## src/rtl/mux_scan_pkg.sv

```systemverilog
// Shared definitions for the mux scan sequencer: channel constants and the
// controller state encoding.
package mux_scan_pkg;

    localparam int NUM_CH = 4;
    localparam int SEL_W  = 2;
    localparam logic [SEL_W-1:0] LAST_CH = 2'd3;

    // Controller states, kept as plain constants so the encoding stays fixed
    typedef logic [1:0] state_t;
    localparam state_t IDLE   = 2'd0;
    localparam state_t SETTLE = 2'd1;
    localparam state_t SAMPLE = 2'd2;
    localparam state_t HOLD   = 2'd3;

endpackage

```

## src/rtl/mux_scan_sequencer_dwell_counter.sv

```systemverilog
// Settle-time counter for the mux scan sequencer. Counts while enabled and
// flags the terminal count DWELL-1 so the controller knows the mux output
// has had DWELL full cycles to settle.
module dwell_counter
    import mux_scan_pkg::*;
#(
    parameter int DWELL = 2,
    parameter int CNT_W = 4
) (
    input  logic clk,
    input  logic rst,
    input  logic clear_i,
    input  logic en_i,
    output logic tc_o
);

    localparam logic [CNT_W-1:0] TC_VAL = CNT_W'(DWELL - 1);

    // Reject illegal settle times at elaboration rather than misbehave silently
    if (DWELL < 1 || DWELL > 15) begin : g_bad_dwell
        $error("dwell_counter: DWELL must lie in 1..15");
    end
    if ((2 ** CNT_W) <= DWELL) begin : g_bad_cnt_w
        $error("dwell_counter: CNT_W too narrow to hold DWELL");
    end

    logic [CNT_W-1:0] cnt_q;
    logic [CNT_W-1:0] cnt_d;

    // Clear has priority so the terminal cycle restarts the count at zero
    always_comb begin
        cnt_d = cnt_q;
        if (clear_i) begin
            cnt_d = '0;
        end else if (en_i) begin
            cnt_d = cnt_q + 1'b1;
        end
    end

    // Count register, zeroed by the asynchronous reset
    always_ff @(posedge clk or posedge rst) begin
        if (rst) begin
            cnt_q <= '0;
        end else begin
            cnt_q <= cnt_d;
        end
    end

    assign tc_o = en_i && (cnt_q == TC_VAL);

endmodule

```

## src/rtl/mux_scan_sequencer.sv

```systemverilog
// Scan controller for the 4:1 gate-level mux. Steps the select through
// channels 0..3, lets each settle for DWELL cycles, captures y into the
// matching word bit and offers the finished word on a valid/ready handshake.
// Optional build macro: SCAN_PARITY_EN adds a registered parity output.
module mux_scan_sequencer
    import mux_scan_pkg::*;
#(
    parameter int DWELL = 2,
    parameter int CNT_W = 4
) (
    input  logic             clk,
    input  logic             rst,
    input  logic             start,
    input  logic             cont,
    output logic [SEL_W-1:0] s,
    input  logic             y,
    output logic [NUM_CH-1:0] word,
    output logic             word_valid,
    input  logic             word_ready,
    output logic             busy
`ifdef SCAN_PARITY_EN
    ,
    output logic             parity
`endif
);

    state_t            state_q, state_d;
    logic [SEL_W-1:0]  s_q, s_d;
    logic [NUM_CH-1:0] word_q, word_d;
    logic              valid_q, valid_d;
    logic              busy_q, busy_d;
    logic              cntEn;
    logic              cntClear;
    logic              dwellDone;

    assign cntEn    = (state_q == SETTLE);
    assign cntClear = !cntEn || dwellDone;

    dwell_counter #(
        .DWELL (DWELL),
        .CNT_W (CNT_W)
    ) u_dwell (
        .clk     (clk),
        .rst     (rst),
        .clear_i (cntClear),
        .en_i    (cntEn),
        .tc_o    (dwellDone)
    );

    // Next-state logic: select only moves on capture or scan-start edges
    always_comb begin
        state_d = state_q;
        s_d     = s_q;
        word_d  = word_q;
        valid_d = valid_q;
        case (state_q)
            IDLE: begin
                if (start) begin
                    state_d = SETTLE;
                    s_d     = '0;
                end
            end
            SETTLE: begin
                if (dwellDone) begin
                    state_d = SAMPLE;
                end
            end
            SAMPLE: begin
                word_d[s_q] = y;
                if (s_q != LAST_CH) begin
                    s_d     = s_q + 1'b1;
                    state_d = SETTLE;
                end else begin
                    state_d = HOLD;
                    valid_d = 1'b1;
                end
            end
            HOLD: begin
                if (valid_q && word_ready) begin
                    valid_d = 1'b0;
                    if (cont) begin
                        state_d = SETTLE;
                        s_d     = '0;
                    end else begin
                        state_d = IDLE;
                    end
                end
            end
            default: begin
                state_d = IDLE;
            end
        endcase
        busy_d = (state_d != IDLE);
    end

    // State and output registers; reset aborts any scan in progress
    always_ff @(posedge clk or posedge rst) begin
        if (rst) begin
            state_q <= IDLE;
            s_q     <= '0;
            word_q  <= '0;
            valid_q <= 1'b0;
            busy_q  <= 1'b0;
        end else begin
            state_q <= state_d;
            s_q     <= s_d;
            word_q  <= word_d;
            valid_q <= valid_d;
            busy_q  <= busy_d;
        end
    end

`ifdef SCAN_PARITY_EN
    logic parity_q;

    // Parity tracks the word register so it is correct whenever valid is high
    always_ff @(posedge clk or posedge rst) begin
        if (rst) begin
            parity_q <= 1'b0;
        end else begin
            parity_q <= ^word_d;
        end
    end

    assign parity = parity_q;
`endif

    assign s          = s_q;
    assign word       = word_q;
    assign word_valid = valid_q;
    assign busy       = busy_q;

endmodule

```

## config.mk

```make
export PLATFORM = sky130hd
export DESIGN_NAME = mux_scan_sequencer
export DESIGN_NICKNAME = d
export VERILOG_FILES = /design/src/rtl/mux_scan_pkg.sv /design/src/rtl/mux_scan_sequencer_dwell_counter.sv /design/src/rtl/mux_scan_sequencer.sv
export SDC_FILE = /design/constraint.sdc
export NUM_CORES = 1
export LEC_CHECK = 0
export ABC_AREA = 1
export BUFFER_PORTS_ARGS = -buffer_cell sky130_fd_sc_hd__buf_2
export CORE_MARGIN = 2
export CORE_UTILIZATION = 35
export CTS_BUF_LIST = sky130_fd_sc_hd__clkbuf_8
export CTS_CLUSTER_DIAMETER = 120
export CTS_CLUSTER_SIZE = 40
export DETAILED_ROUTE_END_ITERATION = 8
export MAX_ROUTING_LAYER = met4
export PLACE_DENSITY = 0.64
export SLEW_MARGIN = 20
export SYNTH_ARGS = -nofsm -noshare
export SYNTH_HDL_FRONTEND = slang
export SYNTH_SLANG_ARGS = --single-unit
```

## constraint.sdc

```tcl
create_clock -name clk -period 2.4 [get_ports clk]
set_clock_uncertainty 0.2 [all_clocks]
set_input_delay 0.12 -clock clk [delete_from_list [all_inputs] [get_ports clk]]
set_output_delay 0.12 -clock clk [all_outputs]
set_load 0.02 [all_outputs]
```

==> results.sh <==
export IMPL_hold_worst_slack_ps=4.32
export IMPL_multi_input_area_um2=309
export IMPL_crit_path_end_kind="flop"
export IMPL_yosysTopAreaCellShare_pct=49.0
export IMPL_final_setup_tns_ps=0
export IMPL_rrSetupSlack_ps=1010
export IMPL_drc=0
export IMPL_routabilityCongestion=0.771
export IMPL_routed_wirelength_um=1300
export IMPL_hp_class="in2reg"
export IMPL_crit_required_ps=2330
export IMPL_diodes=0
export IMPL_crit_fanout=6
export IMPL_finalHoldViolCount=0
export IMPL_min_delay_start="cont"
export IMPL_initial_core_util_pct=36.9
export IMPL_h_tree_depth=1
export IMPL_cts_resized=0
export IMPL_wire_per_inst_um=9.95
export IMPL_worstPathArrival_ps=1330
export IMPL_ys_seq_area_share_pct=49.0
export IMPL_slew_violations=0
export IMPL_die_h_um=49.2
export IMPL_postRouteAntennaNets=0
export IMPL_nNetsFinal=117
export IMPL_period_needed_ps=1390
export IMPL_synth_cell_type_count=15
export IMPL_max_cap_viol_count=0
export IMPL_min_to="state_q[0]"
export IMPL_io_buffers=13
export IMPL_io_pin_count=14
export IMPL_cts_tree="yes"
export IMPL_power_switching_uw=390
export IMPL_crit_path_cell_trace="ha_1, nand3_2, nand2_1, nor2_1, nand2_1"
export IMPL_synth_nets=97
export IMPL_insertion_delay_ps=240
export IMPL_crit_path_start_kind="flop"
export IMPL_cp_num_buf_inv=0
export IMPL_slowest_delay_ps=440
export IMPL_antenna_found_initial=0
export IMPL_clkSlewWorstSetupHoldPaths_ps=60
export IMPL_cts_root_buf="clkbuf_8"
export IMPL_hpwl_um=957
export IMPL_avgSynthCellArea_um2=8.42
export IMPL_yosysTopAreaCell="dfrtp_1"
export IMPL_r2r_end="busy"
export IMPL_ys_top_cells_by_area="dfrtp_1, nand2_1, ha_1"
export IMPL_r2r_start="s[0]"
export IMPL_synth_seq_cells=14
export IMPL_cp_top_family="flip-flops"
export IMPL_critical_path_class="reg2reg"
export IMPL_syn_area_um2=716
export IMPL_fmax_mhz=718
export IMPL_final_common_cell="nand2_1"
export IMPL_path_common_cell="nand2_1"
export IMPL_grt_first_pass_wirelength_um=2310
export IMPL_cts_buffers=3
export IMPL_slew_headroom_pct=64.0
export IMPL_p_sw_share_pct=40.4
export IMPL_p_seq_share_pct=40.4
export IMPL_fillers=200
export IMPL_grt_use_total_pct=12.6
export IMPL_layout_common_cells="nand2_1, dfrtp_1, buf_2"
export IMPL_powerDensity_nw_per_um2=1080
export IMPL_synth_cells=85
export IMPL_max_clock_path_buffers=2
export IMPL_p_int_uw=575
export IMPL_yosys_warnings=0
export IMPL_rsz0062_at_grt="no"
export IMPL_worstMarginPinSlew_ps=539
export IMPL_leakage_uw=0.000473
export IMPL_finalSetupViolCount=0
export IMPL_dp_cells=124
export IMPL_outcome="finished, final reports clean"
export IMPL_ir_drop_mv=0.575
export IMPL_cts_sinks=14
export IMPL_drive_above_1_share_pct=22.1
export IMPL_viasPerCell=4.33
export IMPL_reg2reg_depth=5
export IMPL_layout_area_seq_um2=350
export IMPL_dr_pass1_iters=4
export IMPL_syn_to_final_growth_pct=24.7
export IMPL_drt_iter0_drc=7
export IMPL_cp_slowest_cell="dfrtp_1"
export IMPL_std_cell_rows=16
export IMPL_min_path_cells=5
export IMPL_routed_via_count=567
export IMPL_die_area_um2=2420
export IMPL_core_area_um2=1940
export IMPL_grt_pass1_vias=551
export IMPL_die_w_um=49.2
export IMPL_grt_overflow=0
export IMPL_finalCritPeriodShare_pct=58.0
export IMPL_grt_max_degree=15
export IMPL_p_comb_share_pct=36.1
export IMPL_final_cells=131
export IMPL_clock_power_share_pct=23.5
## state kept, by name, indices dropped and copies added, names as in the netlist
| register | cells |
|---|---|
| state_q | 2 |
| word | 4 |
| s | 2 |
| u_dwell.cnt_q | 4 |
| word_valid | 1 |
| busy | 1 |
## cells by family after synthesis
kind of cell | count (synthesis) | share of synthesized area, %
AO/OA/AOI/OAI | 4 | 2.80
XOR/XNOR | 2 | 2.45
adder cells (fa/ha/maj) | 6 | 10.5
buffers and inverters | 14 | 7.87
flip-flops | 14 | 49.0
AND/OR/NAND/NOR | 45 | 27.4
## per-stage QoR
step	setup slack [ps]	instance area, um2	util [%]	power (uW)
after floorplan	1010	716	-	648
after global placement	1100	807	41.6	728
after detailed placement	1050	807	41.6	736
after CTS	1010	892	45.9	973
after global routing	895	892	45.9	1050
final	1010	892	45.9	965
## power groups by stage
stage	clock network (uW)	logic, uW	registers (uW)
final	227	348	390
after global routing	244	403	402
after CTS	230	353	390
after detailed placement	0	342	394
after global placement	0	340	388
after floorplan	0	237	410
## how the worst max path moves through the flow
| stage | startpoint | to | slack [ps] | cells after the start |
|---|---|---|---|---|
| final | s[0] | busy | 1010 | 5 |
| after global routing | s[0] | s[1] | 900 | 6 |
| after CTS | s[0] | busy | 1010 | 5 |
| after detailed placement | s[0] | busy | 1050 | 5 |
| after global placement | s[0] | busy | 1100 | 5 |
| after floorplan | s[0] | s[1] | 1010 | 6 |
## metal layers
metal	share of wire [%]	track usage [%]	up-vias
met3	3.7	3.07	0
met4	0	2.86	0
met1	45	15.2	253
li1	-	-	300
met2	51	21.2	14
met5	0	-	-
## cell usage after synthesis
cell,n
o21ai_1,3
buf_4,1
inv_1,10
nand3_1,9
ha_1,6
inv_2,3
dfrtp_1,14
o21ai_0,1
nand2_1,23
xnor2_1,1
xor2_1,1
nand2_2,1
nor2_4,1
nand3_2,1
nor2_1,10
## cell type report
type,count,share of cell area (%)
multi-input combinational,57,34.6
inverter,13,5.47
sequential,14,39.3
clock buffer,4,6.17
tap,27,3.79
timing repair buffer,16,10.7
## worst reg2reg max path: cells and delay by family (launching register included)
kind / cells / cell delay, ps
DFF: 1 / 440
and+or+nand+nor: 4 / 410
adders and majority gates: 1 / 240
## what timing repair did
action / in CTS / in global routing
setup buffers: 0 / 0
setup endpoints to repair: 0 / 0
hold endpoints to repair: 16 / 0
hold buffers: 3 / 0
No activity file was read; power rests on OpenSTA's default activity.
